===== src/rtl/game_pkg.sv =====
// Shared state encoding, score width and default timing constants for the game sequencer.
package game_pkg;

    typedef enum logic [2:0] {
        IDLE  = 3'd0,
        ARM   = 3'd1,
        PLAY  = 3'd2,
        CRASH = 3'd3,
        OVER  = 3'd4
    } game_state_t;

    localparam int unsigned SCORE_W = 8;
    localparam logic [SCORE_W-1:0] SCORE_MAX = '1;
    localparam logic [SCORE_W-1:0] SCORE_ONE = SCORE_W'(1);

    localparam int unsigned SCROLL_DIV_DEF = 16;
    localparam int unsigned GRAV_DIV_DEF   = 4;
    localparam int unsigned CRASH_HOLD_DEF = 8;

    // Score counts up but never wraps past the top of its range.
    function automatic logic [SCORE_W-1:0] sat_inc(input logic [SCORE_W-1:0] value);
        return (value == SCORE_MAX) ? value : value + SCORE_ONE;
    endfunction

endpackage


===== src/rtl/tick_divider.sv =====
// Modulo-N counter with synchronous clear and enable; tc pulses on the enabled cycle that wraps.
module tick_divider #(
    parameter int unsigned N = 2
) (
    input  logic clock,
    input  logic reset,
    input  logic clear,
    input  logic enable,
    output logic tc
);

    localparam int unsigned W = (N > 1) ? $clog2(N) : 1;
    localparam logic [W-1:0] LAST = W'(N - 1);
    localparam logic [W-1:0] ONE  = W'(1);

    logic [W-1:0] count;

    always_ff @(posedge clock) begin
        if (reset || clear) begin
            count <= '0;
        end else if (enable) begin
            count <= (count == LAST) ? '0 : count + ONE;
        end
    end

    // With N=1 the count never leaves zero, so tc simply follows enable.
    assign tc = enable && (count == LAST);

endmodule


===== src/rtl/game_sequencer.sv =====
// Game flow IDLE -> ARM -> PLAY -> CRASH -> OVER with scroll/gravity strobes and scoring.
// Define GAME_SEQ_HISCORE_EN to keep a best score, captured as each game ends.
module game_sequencer
    import game_pkg::*;
#(
    parameter int unsigned SCROLL_DIV = SCROLL_DIV_DEF,
    parameter int unsigned GRAV_DIV   = GRAV_DIV_DEF,
    parameter int unsigned CRASH_HOLD = CRASH_HOLD_DEF
) (
    input  logic               clock,
    input  logic               reset,
    input  logic               start,
    input  logic               pipe_passed,
    input  logic               loss_detect,
    output logic               game_reset,
    output logic               scroll_tick,
    output logic               gravity_tick,
    output logic [SCORE_W-1:0] score,
    output logic [SCORE_W-1:0] best,
    output logic [2:0]         state,
    output logic               playing
);

    game_state_t state_q;
    game_state_t state_d;
    logic        in_arm;
    logic        in_play;
    logic        in_crash;
    logic        scroll_en;
    logic        crash_done;

    assign in_arm    = (state_q == ARM);
    assign in_play   = (state_q == PLAY);
    assign in_crash  = (state_q == CRASH);
    // A collision freezes the prescaler, so no strobe escapes in the losing cycle.
    assign scroll_en = in_play && !loss_detect;

    tick_divider #(.N(SCROLL_DIV)) u_scroll (
        .clock  (clock),
        .reset  (reset),
        .clear  (in_arm),
        .enable (scroll_en),
        .tc     (scroll_tick)
    );

    tick_divider #(.N(GRAV_DIV)) u_gravity (
        .clock  (clock),
        .reset  (reset),
        .clear  (in_arm),
        .enable (scroll_tick),
        .tc     (gravity_tick)
    );

    tick_divider #(.N(CRASH_HOLD)) u_crash (
        .clock  (clock),
        .reset  (reset),
        .clear  (!in_crash),
        .enable (in_crash),
        .tc     (crash_done)
    );

    always_ff @(posedge clock) begin
        if (reset) begin
            state_q <= IDLE;
        end else begin
            state_q <= state_d;
        end
    end

    // Flag outputs decode only the state register, so they change with the state itself.
    always_comb begin
        state_d    = state_q;
        game_reset = 1'b0;
        playing    = 1'b0;
        case (state_q)
            IDLE: begin
                game_reset = 1'b1;
                if (start) state_d = ARM;
            end
            ARM: begin
                game_reset = 1'b1;
                state_d    = PLAY;
            end
            PLAY: begin
                playing = 1'b1;
                if (loss_detect) state_d = CRASH;
            end
            CRASH: begin
                if (crash_done) state_d = OVER;
            end
            OVER: begin
                if (start) state_d = ARM;
            end
            default: begin
                game_reset = 1'b1;
                state_d    = IDLE;
            end
        endcase
    end

    always_ff @(posedge clock) begin
        if (reset || in_arm) begin
            score <= '0;
        end else if (in_play && pipe_passed && !loss_detect) begin
            score <= sat_inc(score);
        end
    end

`ifdef GAME_SEQ_HISCORE_EN
    logic [SCORE_W-1:0] best_q;

    always_ff @(posedge clock) begin
        if (reset) begin
            best_q <= '0;
        end else if (in_crash && crash_done && (score > best_q)) begin
            best_q <= score;
        end
    end

    assign best = best_q;
`else
    assign best = '0;
`endif

    assign state = state_q;

endmodule

===== config.mk =====
export PLATFORM = sky130hd
export DESIGN_NAME = game_sequencer
export DESIGN_NICKNAME = d
export VERILOG_FILES = /design/src/rtl/game_pkg.sv /design/src/rtl/tick_divider.sv /design/src/rtl/game_sequencer.sv
export SDC_FILE = /design/constraint.sdc
export NUM_CORES = 1
export LEC_CHECK = 0
export ABC_AREA = 1
export BUFFER_PORTS_ARGS = -buffer_cell sky130_fd_sc_hd__buf_2
export CAP_MARGIN = 20
export CORE_ASPECT_RATIO = 0.6
export CORE_MARGIN = 2
export CORE_UTILIZATION = 55
export CTS_CLUSTER_SIZE = 40
export DETAILED_ROUTE_END_ITERATION = 8
export PLACE_DENSITY = 0.82
export SYNTH_ARGS = -nofsm -noshare
export SYNTH_HDL_FRONTEND = slang
export SYNTH_HIERARCHICAL = 1
export SYNTH_SLANG_ARGS = --single-unit
export TNS_END_PERCENT = 30

===== constraint.sdc =====
create_clock -name clock -period 2.21 [get_ports clock]
set_input_delay 0.3315 -clock clock [delete_from_list [all_inputs] [get_ports clock]]
set_output_delay 0.3315 -clock clock [all_outputs]
set_load 0.02 [all_outputs]

* Word-level counts from Yosys, hierarchy flattened
Index checks and enable logic that the tools add are counted.
Word-level totals: register bits 20, bits in latches 0, bits in writable memories 0, bits in read-only memories 0, input port bits 5, output and inout bits 23, logic and storage cells 45, memories 0
Cells by class: add/sub/neg operators 4, multipliers 0, divide/modulo/power cells 0, magnitude comparators 0, equal/unequal tests 11, shift operators 0, muxes and demuxes 9, bitwise gates (word level) 1, reduce and logical (&&, ||, !) cells 15
Operator list (number):
- $mux W3 | 4
- $pmux W3 S4 | 1
- $add A8 B1 Y8 const B | 1
- $eq A8 B8 Y1 const B | 1
- $eq A3 B2 Y1 const B | 2
- $eq A3 B3 Y1 const B | 2
- $logic_and A1 B1 Y1 | 6
- $add A4 B1 Y4 const B | 1
- $eq A4 B4 Y1 const B | 1
- $mux W4 | 1
- $ne A2 B1 Y1 const B | 2
- $add A3 B1 Y3 const B | 1
- $eq A3 B1 Y1 const B | 1
- $logic_not A3 Y1 | 1
- $reduce_and A3 Y1 | 1
- $reduce_or A3 Y1 | 1
- $add A2 B1 Y2 const B | 1
- $eq A2 B2 Y1 const B | 1
- $logic_not A1 Y1 | 2
- $logic_or A1 B1 Y1 | 2
- $mux W1 | 2
- $mux W2 | 1
- $ne A2 B2 Y1 const B | 1
- $reduce_and A2 Y1 | 1
- 2 further kinds | 2

* Longest topological paths before layout
Gate-level depths: netlist of run 1.
depth in word-level cells 4, depth in mapped cells 11, depth with buffers taken out 11

* Modules after synthesis
Netlist of run 1, hierarchy kept.
By module, submodules not included:
- game_sequencer | instances 1, cells an instance 125, area each 767.0 µm², sequential area each 220.2 µm²
- tick_divider at u_scroll | instances 1, cells an instance 27, area each 192.7 µm², sequential area each 80.1 µm²
- tick_divider at u_crash | instances 1, cells an instance 21, area each 150.1 µm², sequential area each 60.1 µm²
- tick_divider at u_gravity | instances 1, cells an instance 16, area each 105.1 µm², sequential area each 40.0 µm²

* Worst setup path before layout of run 1
No wires, ideal clock.
path kind register to output, start point reg state_q[1], in the netlist state[1], end point out gravity_tick, arrival time 1.594 ns, data required time 1.879 ns, path slack 0.285 ns, cell stages (with the launch flop) 7, buffers on the path 0, cell sequence dfxtp_1 nand3_1 nor2_2 nand2_1 nor2_2 nand2_1 inv_1
On the way: word-level cells in the longest chain between the ends 4
Ends and longest elaborated chain:
- start: declaration | RTL line game_sequencer.sv:24 | game_state_t state_q;
- start signal: assignment | RTL line game_sequencer.sv:66 | state_q <= state_d;
- $eq A3 B2 Y1 | RTL line game_sequencer.sv:33 | assign in_play = (state_q == PLAY);
- $logic_and A1 B1 Y1 | RTL line game_sequencer.sv:36 | assign scroll_en = in_play && !loss_detect;
- net scroll_en | RTL line game_sequencer.sv:29 | logic scroll_en;
- $logic_and A1 B1 Y1 | RTL line tick_divider.sv:27 | assign tc = enable && (count == LAST);
- net scroll_tick | RTL line game_sequencer.sv:16 | output logic scroll_tick,
- $logic_and A1 B1 Y1 | RTL line tick_divider.sv:27
- end: declaration | RTL line game_sequencer.sv:17 | output logic gravity_tick,
The timed path passes the listed nets, and every way through them passes these cells.

* Worst setup path in the final report of run 1
start point reg state_q[0], in the netlist state[0], end point out gravity_tick
On the way: word-level cells in the longest chain between the ends 4
Ends and longest elaborated chain (RTL line):
- $eq A3 B2 Y1 | game_sequencer.sv:33
- $logic_and A1 B1 Y1 | game_sequencer.sv:36
- net scroll_en | game_sequencer.sv:29
- $logic_and A1 B1 Y1 (2 in series) | tick_divider.sv:27
The timed path passes the listed nets, and every way through them passes these cells.

==> results of run 1 <==
critical path, cell delays in order, from the launching register on:
cell and delay, ns:
dfxtp_1 0.36, inv_2 0.11, nand3_1 0.11, nor2_2 0.13, nand2_1 0.08, nor2_2 0.23, nand2_1 0.08, inv_1 0.05
buf_2 0.15
worst paths after layout:
| path | slack (ns) | depth (start not counted) | startpoint | end |
|---|---|---|---|---|
| setup / recovery | 0.34 | 8 | state[0] | gravity_tick |
| hold / removal | 0.33 | 2 | reset | state[0] |
| setup reg to reg | 0.76 | 9 | state[1] | state[1] |
| hold reg to reg | 0.49 | 2 | u_gravity/count[1] | u_gravity/count[1] |
kinds of logic after synthesis:
group                      Yosys count
AOI/OAI and AO/OA                   19
xor gates and xnor gates             2
adders and majority gates            5
buffers and inverters               34
DFF                                 20
other                                1
and+or+nand+nor                    108
layer usage:
layer | GRT usage [%] | wire [um]
met3 | 6.742 | 171
met5 | 0 | 0
met1 | 25.25 | 1230
met4 | 4.787 | 13
met2 | 40.63 | 1188
sequential cells by signal (all words and copies together) (netlist names):
signal / count
score: 8
u_crash/count: 3
u_scroll/count: 4
u_gravity/count: 2
state: 3
final cells by class:
type / count / area, um^2 / share of cell area [%]
clock buffer: 3 / 41.29 / 3.030
inverter: 26 / 97.59 / 7.163
sequential: 20 / 400.4 / 29.38
timing repair buffer: 20 / 102.6 / 7.530
tap: 30 / 37.54 / 2.755
multi-input combinational: 142 / 683.2 / 50.14
where the power goes:
part	switching [mW]	internal, mW
Clock	0.107	0.121
Sequential	0.0444	0.394
Combinational	0.298	0.133
cell usage in the layout, fill, tap and decap left out:
cell type	instances
o211ai_1	1
nor2_2	8
clkbuf_8	3
nand3b_1	2
xnor2_1	1
o21ai_0	1
dfxtp_1	20
xor2_1	1
nand3_4	1
inv_1	22
inv_2	4
o21ai_1	3
conb_1	8
nand3_1	10
nor3_1	3
buf_4	1
nand2_2	2
a21oi_1	14
nor2_1	24
nand2_1	55
nand4_1	2
buf_2	19
or2_1	1
ha_1	5
==> results.md, run 1 <==
* DRT iter0 DRCs at 71
* Maxcap violations at 0
* Gates resized, CTS repair at 0
* Worst-path clk slew at 0.07 ns
* Grt total ovfl at 0
* Post-synthesis adder-cell area fraction at 5.149%
* Root buffer cell: clkbuf_8
* DRC at 0
* Core ar. at 0.002131 mm^2
* Status: complete, no violations
* Die area at 0.002613 mm^2
* Final ANT Viol Nets at 0
* Worst Path Max Fanout at 8
* # rows at 13
* First-pass GRT wire length at 4126 um
* Layout cells sized above 1 at 18.01%
* Routed WL at 2603 um
* Placed Cells incl. Taps at 238
* Routability cong. at 0.8851
* Post-synth EDFFs at 0
* Hold WC Path Type: in -> reg
* Clock Path Buffers at 2
* Final Non-Filler Cells at 241
* Endpoints failing hold at 0
* TritonCTS clock tree: done
* CP startpoint kind: flip-flop
* Lkg Pwr at 0.6216 nW
* Total global routing track utilization at 21.60%
* H-tree depth at 1
* Detailed-route via count at 1192
* Layout Skew at 0.001778 ns
* Number of global-route vias before repair at 986
* Final setup fails at 0
* Layout area overhead at 12.15%
* Max-slew violations at 0
* Crit path capture type: primary output
* Period minus WS final at 1.875 ns
* Vias per cell at 4.946
* Hold-fix buffers, CTS at 0
* Placed instance area at 0.001321 mm^2
* Post-layout util at 63.95%
* Post-DP HPWL at 2098 um
* Diodes inserted at 0
* Final net count at 223
* Setup TNS at 0 ns
* Prevailing post-synth register cell: dfxtp_1
* Chip Width at 64.68 um
* Yosys top cell area share at 32.96%
* Synth Area in XOR/XNOR at 1.442%
* Setup repair bufs after CTS at 0
* FF+latch count, synth at 20
* Post-Synthesis Cells at 189
* Compound-Gate Fraction of Synth Area at 8.033%
* Synth cell count leaders: nand2_1 (55), nor2_1 (24), inv_1 (22), dfxtp_1 (20), a21oi_1 (14)
* CTS Sinks at 20
* Filler Cell Count at 186
* RSZ-0062 raised after global routing: no
* Critical path class: reg -> out
* DR pass1 iterations at 4
* Synth warn at 6
* Wire per inst at 10.80 um
* DP Worst Slack at 0.6158 ns
* Top-count cell post-synth: nand2_1
* Critical path arrival at 1.54 ns
* Worst Slack Setup Final at 0.3354 ns
* Final Cycle Share at 84.83%
* Post-synth top area cell: dfxtp_1
* Fmax achieved at 533.4 MHz
* Post-route cell area at 0.001363 mm^2
* I/O Pins at 28
* Dominant cells by area after synthesis: dfxtp_1 (33%), nand2_1 (17%), nor2_1 (7.4%), inv_1 (6.8%), a21oi_1 (5.8%)
* Clk_lat worst skew at 0.25 ns
* PD cells at 805.6 mW/mm^2
* Mux share of post-synthesis cell area at 0%
* IO buf count at 19
* Simple-Gate Fraction of Synth Area at 39.13%
* Share of synthesized registers carrying an async set or reset at 0%
* Synth Cell Area at 0.001215 mm^2
* Final Power at 1.098 mW
* Netlist cell types at 22
* VDD IR max at 588.0 uV
* Die Ht at 40.41 um
* Starting Density at 57.02%
* Required time of the critical path at 1.88 ns
* Avg Cell Area, Syn at 6.428 um^2
* Initial antenna violation count at 0
* Main combinational cell family by area after synthesis: simple AND/OR/NAND/NOR gates
* Largest net degree at the start of global routing at 11
* Smallest hold slack at 0.3319 ns
* Num CTS Buffers at 3
* Post-synthesis sequential area ratio at 32.96%
Note: power is estimated with default switching activity, not from simulation.
==> inputs of run 2 (changes only) <==
Settings changed: CORE_UTILIZATION 55 to 52, PLACE_DENSITY 0.82 to 0.78.
Clock period 2.21 ns to 1.85 ns, I/O delays scaled along.
==> run 2 against run 1 <==
Effect of this change:
- critical path depth stayed put
- utilization is 0.50 points higher
- power is 25% higher
- highest routed layer unchanged
- largest power group is now combinational logic
- worst setup slack worse by 0.19 ns
- hold slack worse by 0.046 ns
- global-route usage is 1.3 points higher
- routed wire length is 8.5% higher
- sequential power is 22% higher
- clock-buffer cell count stayed put
==> results.md, run 2 (synthesis results as in run 1) <==
* Status: complete, no violations
* Layout cells sized above 1 at 21.40%
* CTS Sinks at 20
* Seq pwr share at 38.8%
* Critical path arrival at 1.43 ns
* Final ANT Viol Nets at 0
* Vias per cell at 5.020
* Placed Cells incl. Taps at 238
* Worst Slack Setup Final at 0.1407 ns
* Final Cycle Share at 92.40%
* Final Non-Filler Cells at 245
* Most Frequent Cell on Critical Path: nor2_4
* Slowest CP cell: dfxtp_2
* Hold WC Path Type: in -> reg
* Die Ht at 41.44 um
* H-tree depth at 1
* Internal at 805.2 uW
* Post-DP HPWL at 2153 um
* Clk pwr share at 20.3%
* NetSw at 570.0 uW
* Detailed-route via count at 1230
* IO buf count at 19
* Final setup fails at 0
* Crit path capture type: primary output
* Endpoints failing hold at 0
* Lkg Pwr at 0.6437 nW
* Biggest regs: score x8, u_scroll/count x4
* DR pass1 iterations at 5
* Starting Density at 55.33%
* VDD IR max at 774.3 uV
* Largest register FFs at 8
* Root buffer cell: clkbuf_8
* Worst-path clk slew at 0.07 ns
* Final net count at 227
* DRC at 0
* First-pass GRT wire length at 4823 um
* Max-slew violations at 0
* Die area at 0.002752 mm^2
* Clock Path Buffers at 2
* Number of global-route vias before repair at 1114
* I/O Pins at 28
* TritonCTS clock tree: done
* CP startpoint kind: flip-flop
* Maxcap violations at 0
* # rows at 13
* Initial antenna violation count at 0
* Chip Width at 66.40 um
* Comb power frac at 40.9%
* Filler Cell Count at 205
* Diodes inserted at 0
* Buf+Inv Stages, Crit Path at 3
* Worst Path Max Fanout at 7
* Routed WL at 2825 um
* Sw Share at 41.45%
* Post-route cell area at 0.001415 mm^2
* DRT iter0 DRCs at 39
* Critical path class: reg -> out
* Period minus WS final at 1.709 ns
* Placed instance area at 0.001326 mm^2
* Critical-path cell list: inv_2 -> nand3_2 -> nor2_4 -> nand2_2 -> nor2_4 -> nand2_1 -> inv_1 -> buf_4
* Routability cong. at 0.9312
* Wire per inst at 11.53 um
* Most frequent cells in the layout: nand2_1 (54), nor2_1 (24), inv_1 (22)
* Fmax achieved at 585.0 MHz
* Layout Skew at 0.001220 ns
* Layout area overhead at 16.48%
* Clk_lat worst skew at 0.26 ns
* Largest reg by FF count: score
* PD cells at 971.8 mW/mm^2
* Commonest non-fill, non-tap cell in the layout: nand2_1
* Largest net degree at the start of global routing at 11
* Family with the most delay on the worst path: simple AND/OR/NAND/NOR gates
* Required time of the critical path at 1.57 ns
* DP Worst Slack at 0.3627 ns
* Grt total ovfl at 0
* Core ar. at 0.002196 mm^2
* Total global routing track utilization at 22.93%
* Num CTS Buffers at 3
* CP peak stage delay at 0.34 ns
==> run 2: what timing repair did <==
| action | CTS | global route |
|---|---|---|
| hold buffers | 0 | 0 |
| endpoints found under the setup margin | 0 | 2 |
| buffers inserted | 0 | 4 |
| resized for setup | 0 | 6 |
==> run 2: worst paths after layout <==
path,startpoint,to,slack (ns),cells past startpoint
worst min register to register,u_crash/count[2],u_crash/count[2],0.48,2
worst max register to register,state[2],state[2],0.27,12
worst max-delay path,state[0],gravity_tick,0.14,8
worst min-delay path,reset,state[0],0.29,2
==> run 2: through the flow <==
step	total power, mW	hold slack, ns	TNS, ns	util [%]
final	1.375	0.2859	0	64.44
after global routing	1.478	0.2898	-0.006148	64.44
after CTS	1.323	0.2810	0	62.28
after detailed placement	1.046	0.4643	0	60.40
after global placement	1.027	0.4528	0	60.40
after floorplan	0.9104	0.3466	0	-
==> run 2: power groups by stage <==
stage | Combinational (mW) | Sequential (mW) | Clock [mW]
global route | 0.629 | 0.541 | 0.308
global placement | 0.502 | 0.525 | 0
floorplan | 0.343 | 0.567 | 0
CTS | 0.516 | 0.523 | 0.284
finish | 0.562 | 0.534 | 0.279
detailed placement | 0.513 | 0.533 | 0
==> run 2: metal layers <==
layer	track usage (%)	up-vias	wire, um
met2	35.00	37	1273
met1	29.81	557	1313
met4	7.755	0	51
met5	0	-	0
met3	8.672	6	186
li1	-	630	-
==> run 2: layout make-up <==
cell class | instances | area [um^2] | share of cell area [%]
Clock buffer | 3 | 41.29 | 2.918
Inverter | 26 | 97.59 | 6.897
Multi-Input combinational cell | 142 | 700.7 | 49.51
Sequential cell | 20 | 402.9 | 28.47
Tap cell | 30 | 37.54 | 2.653
Timing Repair Buffer | 24 | 135.1 | 9.549
